**src/rtl/branch_predictor_bht_if.sv**
```systemverilog
// -----------------------------------------------------------------------------
// branch_predictor_bht_if
// Purpose : Bundles the lookup, resolve, redirect and statistics signals that
//           run between the branch unit pipeline and the bimodal predictor.
// Signals : lk_valid/lk_pc            lookup request (IF/DEC)
//           lk_taken                  prediction returned to the lookup stage
//           rs_valid/rs_pc/rs_pred_taken/rs_actual/rs_target
//                                     resolved conditional branch from EXE
//           flush/redirect_pc         mispredict recovery towards the front end
//           n_branches/n_mispredicts  saturating performance counters
// Modports: master = pipeline side (drives lookup/resolve)
//           slave  = predictor side (drives prediction/flush/stats)
// -----------------------------------------------------------------------------
interface branch_predictor_bht_if #(
    parameter int XLEN   = 32,
    parameter int STAT_W = 32
);
    logic              lk_valid;
    logic [XLEN-1:0]   lk_pc;
    logic              lk_taken;

    logic              rs_valid;
    logic [XLEN-1:0]   rs_pc;
    logic              rs_pred_taken;
    logic              rs_actual;
    logic [XLEN-1:0]   rs_target;

    logic              flush;
    logic [XLEN-1:0]   redirect_pc;

    logic [STAT_W-1:0] n_branches;
    logic [STAT_W-1:0] n_mispredicts;

    modport master (
        output lk_valid, lk_pc,
        output rs_valid, rs_pc, rs_pred_taken, rs_actual, rs_target,
        input  lk_taken, flush, redirect_pc, n_branches, n_mispredicts
    );

    modport slave (
        input  lk_valid, lk_pc,
        input  rs_valid, rs_pc, rs_pred_taken, rs_actual, rs_target,
        output lk_taken, flush, redirect_pc, n_branches, n_mispredicts
    );
endinterface

```
**src/rtl/branch_predictor_bht.sv**
```systemverilog
// -----------------------------------------------------------------------------
// branch_predictor_bht
// Purpose : Bimodal branch predictor. A PC-indexed table of saturating counters
//           predicts conditional branches at lookup and is trained by resolved
//           outcomes from EXE. A mispredict raises flush and supplies the
//           correct next PC in the same cycle. Two saturating performance
//           counters track resolved branches and mispredicts.
// Ports   : Clock   rising-edge clock
//           nReset  asynchronous, active-low reset
//           bus     branch_predictor_bht_if.slave (lookup, resolve, flush,
//                   redirect, statistics). The interface XLEN/STAT_W must match
//                   the parameters of this module.
// Params  : XLEN, BHT_ENTRIES (power of two >= 2), CTR_BITS (1..3), INIT_CTR,
//           PC_LSB, STAT_W, MODE (0 = static not-taken, 1 = bimodal)
// -----------------------------------------------------------------------------
module branch_predictor_bht #(
    parameter int XLEN        = 32,
    parameter int BHT_ENTRIES = 64,
    parameter int CTR_BITS    = 2,
    parameter int INIT_CTR    = 1,
    parameter int PC_LSB      = 2,
    parameter int STAT_W      = 32,
    parameter int MODE        = 1
) (
    input  logic                  Clock,
    input  logic                  nReset,
    branch_predictor_bht_if.slave bus
);

    localparam int                   IDX_W    = $clog2(BHT_ENTRIES);
    localparam logic [CTR_BITS-1:0]  CTR_INIT = CTR_BITS'(INIT_CTR);
    localparam logic [CTR_BITS-1:0]  CTR_MAX  = '1;
    localparam logic [CTR_BITS-1:0]  CTR_ONE  = CTR_BITS'(1);
    localparam logic [STAT_W-1:0]    STAT_MAX = '1;
    localparam logic [STAT_W-1:0]    STAT_ONE = STAT_W'(1);
    localparam logic [XLEN-1:0]      PC_STEP  = XLEN'(4);

    logic [CTR_BITS-1:0] ctrTable [BHT_ENTRIES];

    logic [IDX_W-1:0]    lkIdx;
    logic [IDX_W-1:0]    rsIdx;
    logic [CTR_BITS-1:0] rsCtr;
    logic [CTR_BITS-1:0] rsCtrNext;
    logic                mispredict;
    logic [STAT_W-1:0]   nBranches;
    logic [STAT_W-1:0]   nMispredicts;

    // Only the index slice of the lookup PC matters; the rest is intentionally
    // ignored (no tags, aliasing is accepted).
    logic                unusedLkPcBits;
    assign unusedLkPcBits = ^bus.lk_pc;

    assign lkIdx = bus.lk_pc[PC_LSB +: IDX_W];
    assign rsIdx = bus.rs_pc[PC_LSB +: IDX_W];
    assign rsCtr = ctrTable[rsIdx];

    // Lookup reads the registered table, so a resolve to the same entry in the
    // same cycle is not visible until the following cycle.
    assign bus.lk_taken = bus.lk_valid && (MODE == 1) && ctrTable[lkIdx][CTR_BITS-1];

    assign mispredict = bus.rs_valid && (bus.rs_pred_taken ^ bus.rs_actual);
    assign bus.flush  = mispredict;

    // Recovery PC is only driven while flushing so the bus is quiet otherwise.
    // The fall-through add wraps at XLEN.
    always_comb begin
        bus.redirect_pc = '0;
        if (mispredict) begin
            bus.redirect_pc = bus.rs_actual ? bus.rs_target : (bus.rs_pc + PC_STEP);
        end
    end

    // Saturating step of the resolved entry: never wraps past 0 or all-ones.
    always_comb begin
        rsCtrNext = rsCtr;
        if (bus.rs_actual) begin
            if (rsCtr != CTR_MAX) begin
                rsCtrNext = rsCtr + CTR_ONE;
            end
        end else begin
            if (rsCtr != '0) begin
                rsCtrNext = rsCtr - CTR_ONE;
            end
        end
    end

    // Counter table: reset forces every entry back to the initial bias and any
    // resolve in flight during reset is dropped.
    always_ff @(posedge Clock or negedge nReset) begin
        if (!nReset) begin
            for (int i = 0; i < BHT_ENTRIES; i++) begin
                ctrTable[i] <= CTR_INIT;
            end
        end else if (bus.rs_valid) begin
            ctrTable[rsIdx] <= rsCtrNext;
        end
    end

    // Performance counters stick at all-ones rather than wrapping.
    always_ff @(posedge Clock or negedge nReset) begin
        if (!nReset) begin
            nBranches    <= '0;
            nMispredicts <= '0;
        end else if (bus.rs_valid) begin
            if (nBranches != STAT_MAX) begin
                nBranches <= nBranches + STAT_ONE;
            end
            if (mispredict && (nMispredicts != STAT_MAX)) begin
                nMispredicts <= nMispredicts + STAT_ONE;
            end
        end
    end

    assign bus.n_branches    = nBranches;
    assign bus.n_mispredicts = nMispredicts;

endmodule

```
**src/flat_wrapper.sv**
```systemverilog
// flat-port wrapper written by rule: the top's interface ports become plain ports
module branch_predictor_bht_flat 
#(
    parameter int XLEN        = 32,
    parameter int BHT_ENTRIES = 64,
    parameter int CTR_BITS    = 2,
    parameter int INIT_CTR    = 1,
    parameter int PC_LSB      = 2,
    parameter int STAT_W      = 32,
    parameter int MODE        = 1
)
  (Clock, nReset, bus_lk_valid, bus_lk_pc, bus_rs_valid, bus_rs_pc, bus_rs_pred_taken, bus_rs_actual, bus_rs_target, bus_lk_taken, bus_flush, bus_redirect_pc, bus_n_branches, bus_n_mispredicts);
  branch_predictor_bht_if #(.XLEN(XLEN), .STAT_W(STAT_W)) bus_i ();
  input  logic Clock;
  input  logic nReset;
  input wire logic [$bits(bus_i.lk_valid)-1:0] bus_lk_valid;
  input wire logic [$bits(bus_i.lk_pc)-1:0] bus_lk_pc;
  input wire logic [$bits(bus_i.rs_valid)-1:0] bus_rs_valid;
  input wire logic [$bits(bus_i.rs_pc)-1:0] bus_rs_pc;
  input wire logic [$bits(bus_i.rs_pred_taken)-1:0] bus_rs_pred_taken;
  input wire logic [$bits(bus_i.rs_actual)-1:0] bus_rs_actual;
  input wire logic [$bits(bus_i.rs_target)-1:0] bus_rs_target;
  output wire logic [$bits(bus_i.lk_taken)-1:0] bus_lk_taken;
  output wire logic [$bits(bus_i.flush)-1:0] bus_flush;
  output wire logic [$bits(bus_i.redirect_pc)-1:0] bus_redirect_pc;
  output wire logic [$bits(bus_i.n_branches)-1:0] bus_n_branches;
  output wire logic [$bits(bus_i.n_mispredicts)-1:0] bus_n_mispredicts;
  assign bus_i.lk_valid = bus_lk_valid;
  assign bus_i.lk_pc = bus_lk_pc;
  assign bus_i.rs_valid = bus_rs_valid;
  assign bus_i.rs_pc = bus_rs_pc;
  assign bus_i.rs_pred_taken = bus_rs_pred_taken;
  assign bus_i.rs_actual = bus_rs_actual;
  assign bus_i.rs_target = bus_rs_target;
  assign bus_lk_taken = bus_i.lk_taken;
  assign bus_flush = bus_i.flush;
  assign bus_redirect_pc = bus_i.redirect_pc;
  assign bus_n_branches = bus_i.n_branches;
  assign bus_n_mispredicts = bus_i.n_mispredicts;
  branch_predictor_bht #(.XLEN(XLEN), .BHT_ENTRIES(BHT_ENTRIES), .CTR_BITS(CTR_BITS), .INIT_CTR(INIT_CTR), .PC_LSB(PC_LSB), .STAT_W(STAT_W), .MODE(MODE)) u_core (.Clock(Clock), .nReset(nReset), .bus(bus_i));
endmodule
```
**config.mk**
```make
export PLATFORM = sky130hd
export DESIGN_NAME = branch_predictor_bht_flat
export DESIGN_NICKNAME = d
export VERILOG_FILES = /design/src/rtl/branch_predictor_bht_if.sv /design/src/rtl/branch_predictor_bht.sv /design/src/flat_wrapper.sv
export SDC_FILE = /design/constraint.sdc
export NUM_CORES = 1
export LEC_CHECK = 0
export CORE_MARGIN = 1
export CORE_UTILIZATION = 50
export DETAILED_ROUTE_END_ITERATION = 10
export GPL_TIMING_DRIVEN = 0
export PLACE_DENSITY = 0.77
export SLEW_MARGIN = 20
export SYNTH_ARGS = -nofsm -noshare
export SYNTH_HDL_FRONTEND = slang
export SYNTH_SLANG_ARGS = --single-unit
export TNS_END_PERCENT = 50
```
**constraint.sdc**
```tcl
create_clock -name Clock -period 11.2 [get_ports Clock]
set_input_delay 2.24 -clock Clock [delete_from_list [all_inputs] [get_ports Clock]]
set_output_delay 2.24 -clock Clock [all_outputs]
set_load 0.005 [all_outputs]
```
==> Word level (Yosys, flattened, before mapping) <==
Cells that the tools add are included.
{ "op_classes": {"bitwise_logic": 3, "addsub": 5, "magnitude_cmp": 3, "n_reduce_logical": 7, "mux": 14, "eq_ne": 3} }
{ "ops": {"columns": ["operator", "n"], "rows": [
  ["$bwmux 128", 1],
  ["$add 32x1->32 const B", 2],
  ["$mux 32", 2],
  ["$ne 32x32->1 const B", 2],
  ["$add 32x3->32 const B", 1],
  ["$bmux 2 s6", 2],
  ["$mux 2", 8],
  ["$ge 7x7->1 const B", 2],
  ["$not 6->7", 2],
  ["$demux 2 s6", 1],
  ["$lt 7x1->1 const B", 1],
  ["$logic_and 1x1->1", 4],
  ["$reduce_and 2->1", 2],
  ["$add 2x1->2 const B", 1],
  ["$ne 2x2->1 const B", 1],
  ["$reduce_bool 2->1", 1],
  ["$sub 2x1->2 const B", 1],
  ["$xor 1x1->1", 1]
]} }
{ "totals": {"output_inout_bits": 98, "reg_bits": 192, "input_bits": 102} }

==> Depth between registers and ports, before layout <==
{ "depth": {"depth_word": 8, "mapped_depth": 11, "mapped_depth_nobuf": 8} }

==> Least setup slack after synthesis <==
No wires, ideal clock.
{ "synth_timing": {"path_type": "in2out", "start": "input port bus_lk_pc[2]", "end": "output port bus_lk_taken", "arrival_ps": 4553, "setup_slack_ps": 4407, "cell_stages": 6, "cell_sequence": "clkbuf_1 -> buf_2 -> mux4_2 -> mux4_2 -> mux4_2 -> and2_1"} }
{ "synth_between": {"elab_chain_cells": 5} }
{ "synth_lines": {"columns": ["item", "line_no", "text"], "rows": [
  ["start, declared", "flat_wrapper.sv:17", "input wire logic [$bits(bus_i.lk_pc)-1:0] bus_lk_pc;"],
  ["$not 6->7 (implied by the code)", "branch_predictor_bht.sv:59", "assign bus.lk_taken = bus.lk_valid && (MODE == 1) && ctrTable[lkIdx][CTR_BITS-1];"],
  ["$bmux 2 s6", "branch_predictor_bht.sv:59", null],
  ["$mux 2 (implied by the code) (2 in series)", "branch_predictor_bht.sv:59", null],
  ["$logic_and 1x1->1", "branch_predictor_bht.sv:59", null],
  ["end, declared", "flat_wrapper.sv:23", "output wire logic [$bits(bus_i.lk_taken)-1:0] bus_lk_taken;"]
]} }
No other way between the ends. The select of a mux whose other input is x is not followed.

==> Worst setup path after layout <==
{ "layout_timing": {"start": "input port bus_rs_pc[3]", "end": "output port bus_redirect_pc[29]"} }
{ "layout_between": {"elab_chain_cells": 3} }
{ "layout_lines": {"columns": ["item", "line_no", "text"], "rows": [
  ["start, declared", "flat_wrapper.sv:19", "input wire logic [$bits(bus_i.rs_pc)-1:0] bus_rs_pc;"],
  ["$add 32x3->32", "branch_predictor_bht.sv:69", "bus.redirect_pc = bus.rs_actual ? bus.rs_target : (bus.rs_pc + PC_STEP);"],
  ["$mux 32", "branch_predictor_bht.sv:69", null],
  ["$mux 32", "branch_predictor_bht.sv:68", "if (mispredict) begin"],
  ["end, declared", "flat_wrapper.sv:25", "output wire logic [$bits(bus_i.redirect_pc)-1:0] bus_redirect_pc;"]
]} }
No other way between the ends.

==> results.md <==
* Outcome: complete, no violations
* Worst-Margin Slew at 1.22 ns
* Total negative setup slack at 0 ns
* Sequential-to-total area share from yosys stat at 0.461
* Root buf cell: clkbuf_16
* Core area at 20500 µm²
* Final WS setup at roughly 2.8 ns
* DPL Wire Length at approximately 22 mm
* WHS at around 0.48 ns
* Starting Density at 0.517
* Largest net degree at the start of global routing at 81
* Max Cap Viol at 0
* Clk_skew at 0.0101 ns
* Fin crit period at approximately 8.4 ns
* Mean post-synth cell area at 9.65 µm²
* Ys async rst share at 1.00
* Initial antenna violation count at 0
* Multi-input gate area at ~5400 µm²
* Clk slew on worst S/H paths at about 0.070 ns
* Antenna cell count at 0
* Layout Nets at 1396
* Max_slew headroom at 0.184
* Leak Pwr at 5.34 nW
* # IOs at 200
* Placer Congestion at 0.928
* Register area at between 4000 and 5000 µm²
* Antenna-violating nets left at 0
* Total vias in the final route at 9406
* RSZ-0062 raised after global routing: no
* Vias in the first global route at 9158
* Post-synth cell types at 59
* GRT Resource Usage Total at 0.296
* Delay of the slowest critical-path stage at roughly 0.58 ns
* Setup bufs post-CTS at 0
* CTS tree: yes
* WL per Instance at between 15 and 20 µm
* Worst Setup End Kind: output port
* H-tree levels at 4
* First-pass GRT wire length at 49.8 mm
* PD cells at approximately 140 nW/µm²
* Die area at about 22000 µm²
* Fmax at 0.119 GHz
* Skew-Pair Late Insertion Delay at 0.45 ns
* Share of cells above drive strength 1 at 0.161
* Inst Count DP at ~1.5k
* Post-Syn Nets at 1204
* Final Hold Fails at 0
* Critical path class: in2out
* CP Launch Type: input port
* Slowest cell on crit path: nor2_1
* Layout filler cell count at ~1.7k
* EDFF count, synth at 0
* PostCTS Resize Cnt at 0
* Initial DRC Count at around 860
* Max IR drop VDD at 0.108 mV
* CP required at approximately 9 ns
* Clock sink count at 192
* Arrival time worst endpoint at about 6 ns
* Number of port buffers at between 150 and 200
* Ys Warns at 0
* Drc violations at 0
* Fin crit share at 0.749
* Crit path cell chain: clkdlybuf4s50_1, buf_6, buf_2, buf_1, nand3_1, nor2_1, nand4_1, nor2_1, nand3_1, xor2_1, a21oi_1, clkdlybuf4s50_1
* Die X at ~150 µm
* Seq cells post-synth at 192
* GRT overflow at 0
* Area delta synth->final at 25.8%
* Endpoints failing setup at 0
* Crit-path max FO at 10
* Top FF cell, synth: dfrtp_1
* Pre-CTS WS at around 3 ns
* Die H at 148 µm
* Num CTS Buffers at 17
* Hold Path Class: reg2reg
* Final wirelength at 31.4 mm
* Core Rows at between 50 and 60
* Netlist Area Pre-Place at between 10000 and 15000 µm²
* Cts hold-fix bufs at 0
* Finished Layout Cells at 1574
* Vias per cell at roughly 6.0
* Tot Pwr at 1.81 mW
* Maximum clock path buffer count at 2
* Final-report max-slew violation count at 0
* DR pass1 iterations at 6
* Mapped Cells at about 1.1k
-- worst paths after layout --
check                      cells past startpoint  slack [ns]                  end                 from
setup / recovery                              12        2.81  bus_redirect_pc[29]         bus_rs_pc[3]
hold / removal                                 2        0.48  u_core.ctrTable[18]  u_core.ctrTable[18]
setup reg to reg                               8        8.27  u_core.ctrTable[76]  u_core.ctrTable[25]
hold reg to reg                                2        0.48  u_core.ctrTable[18]  u_core.ctrTable[18]
max in group asynchronous                      2        8.71  u_core.ctrTable[16]               nReset
min in group asynchronous                      1        1.73  u_core.ctrTable[79]               nReset
-- where the power goes --
| part | switching, mW | internal (mW) | total [mW] |
|---|---|---|---|
| Clock | 0.316 | 0.305 | 0.621 |
| Sequential | 0.0611 | 0.788 | 0.849 |
| Combinational | 0.171 | 0.168 | 0.339 |
| Total | 0.548 | 1.26 | 1.81 |
-- registers in the layout (all words and copies together) (netlist names) --
signal / count
u_core.bus.n_mispredicts: 32
u_core.bus.n_branches: 32
u_core.ctrTable: 128
-- placed cells by master, fill, tap and decap left out, types with 11 or more instances in the layout --
cell type	instances
and4_1	11
and3_1	25
a21oi_1	28
xnor2_1	65
inv_1	13
o21ai_2	30
nand2_1	250
o21ai_1	13
o21ai_0	99
clkbuf_1	25
nand3_1	42
xor2_1	24
mux2_2	19
nor2_1	60
clkdlybuf4s50_1	168
clkbuf_16	17
mux2i_1	16
dfrtp_1	128
nand4_1	27
dfstp_2	64
mux4_2	26
buf_2	11
-- synth_stat cells, types with 26 or more instances --
| master | instances | area (µm²) |
|---|---|---|
| a21oi_1 | 28 | 140 |
| dfrtp_1 | 128 | 3200 |
| dfstp_2 | 64 | 1680 |
| mux4_2 | 26 | 586 |
| nand2_1 | 250 | 938 |
| nand3_1 | 42 | 210 |
| nand4_1 | 27 | 169 |
| nor2_1 | 61 | 229 |
| o21ai_0 | 99 | 495 |
| o21ai_2 | 30 | 263 |
| xnor2_1 | 65 | 569 |
-- layout make-up --
class	instances	share of cell area
tap	270	0.0253
multi-input combinational	839	0.404
sequential	192	0.366
clock inverter	15	0.0138
inverter	14	0.00394
timing repair buffer	173	0.133
clock buffer	17	0.0319
buffer	54	0.0219
-- metrics by stage --
stage,instance area [µm²],utilization
global route,13300,0.651
finish,13300,0.651
global placement,12600,0.616
CTS,13300,0.651
floorplan,10600,-
detailed placement,12700,0.621
-- kinds of logic (layout without fill, tap and decap cells) --
group	count (synthesis)	count (layout)	share of synthesized area
AO/OA/AOI/OAI	221	221	0.133
XOR/XNOR	89	89	0.0735
adder cells (fa/ha/maj)	4	4	0.00460
buffers and inverters	68	273	0.0325
flip-flops	192	192	0.461
multiplexers	64	64	0.0979
AND/OR/NAND/NOR	461	461	0.198
-- critical path: cells and delay by family --
family	cells	cell delay (ns)
buffers and inverters	5	2.03
and+or+nand+nor	5	1.55
xor gates and xnor gates	1	0.16
AOI/OAI and AO/OA	1	0.15
-- per-layer routing --
metal / track usage / vias to the layer above / part of all wire
met4: 0.132 / 0 / 0.037
li1: - / 4272 / -
met5: 0.00682 / - / 0
met1: 0.383 / 4507 / 0.40
met2: 0.469 / 519 / 0.46
met3: 0.0762 / 108 / 0.098
No activity file was read; power rests on OpenSTA's default activity.
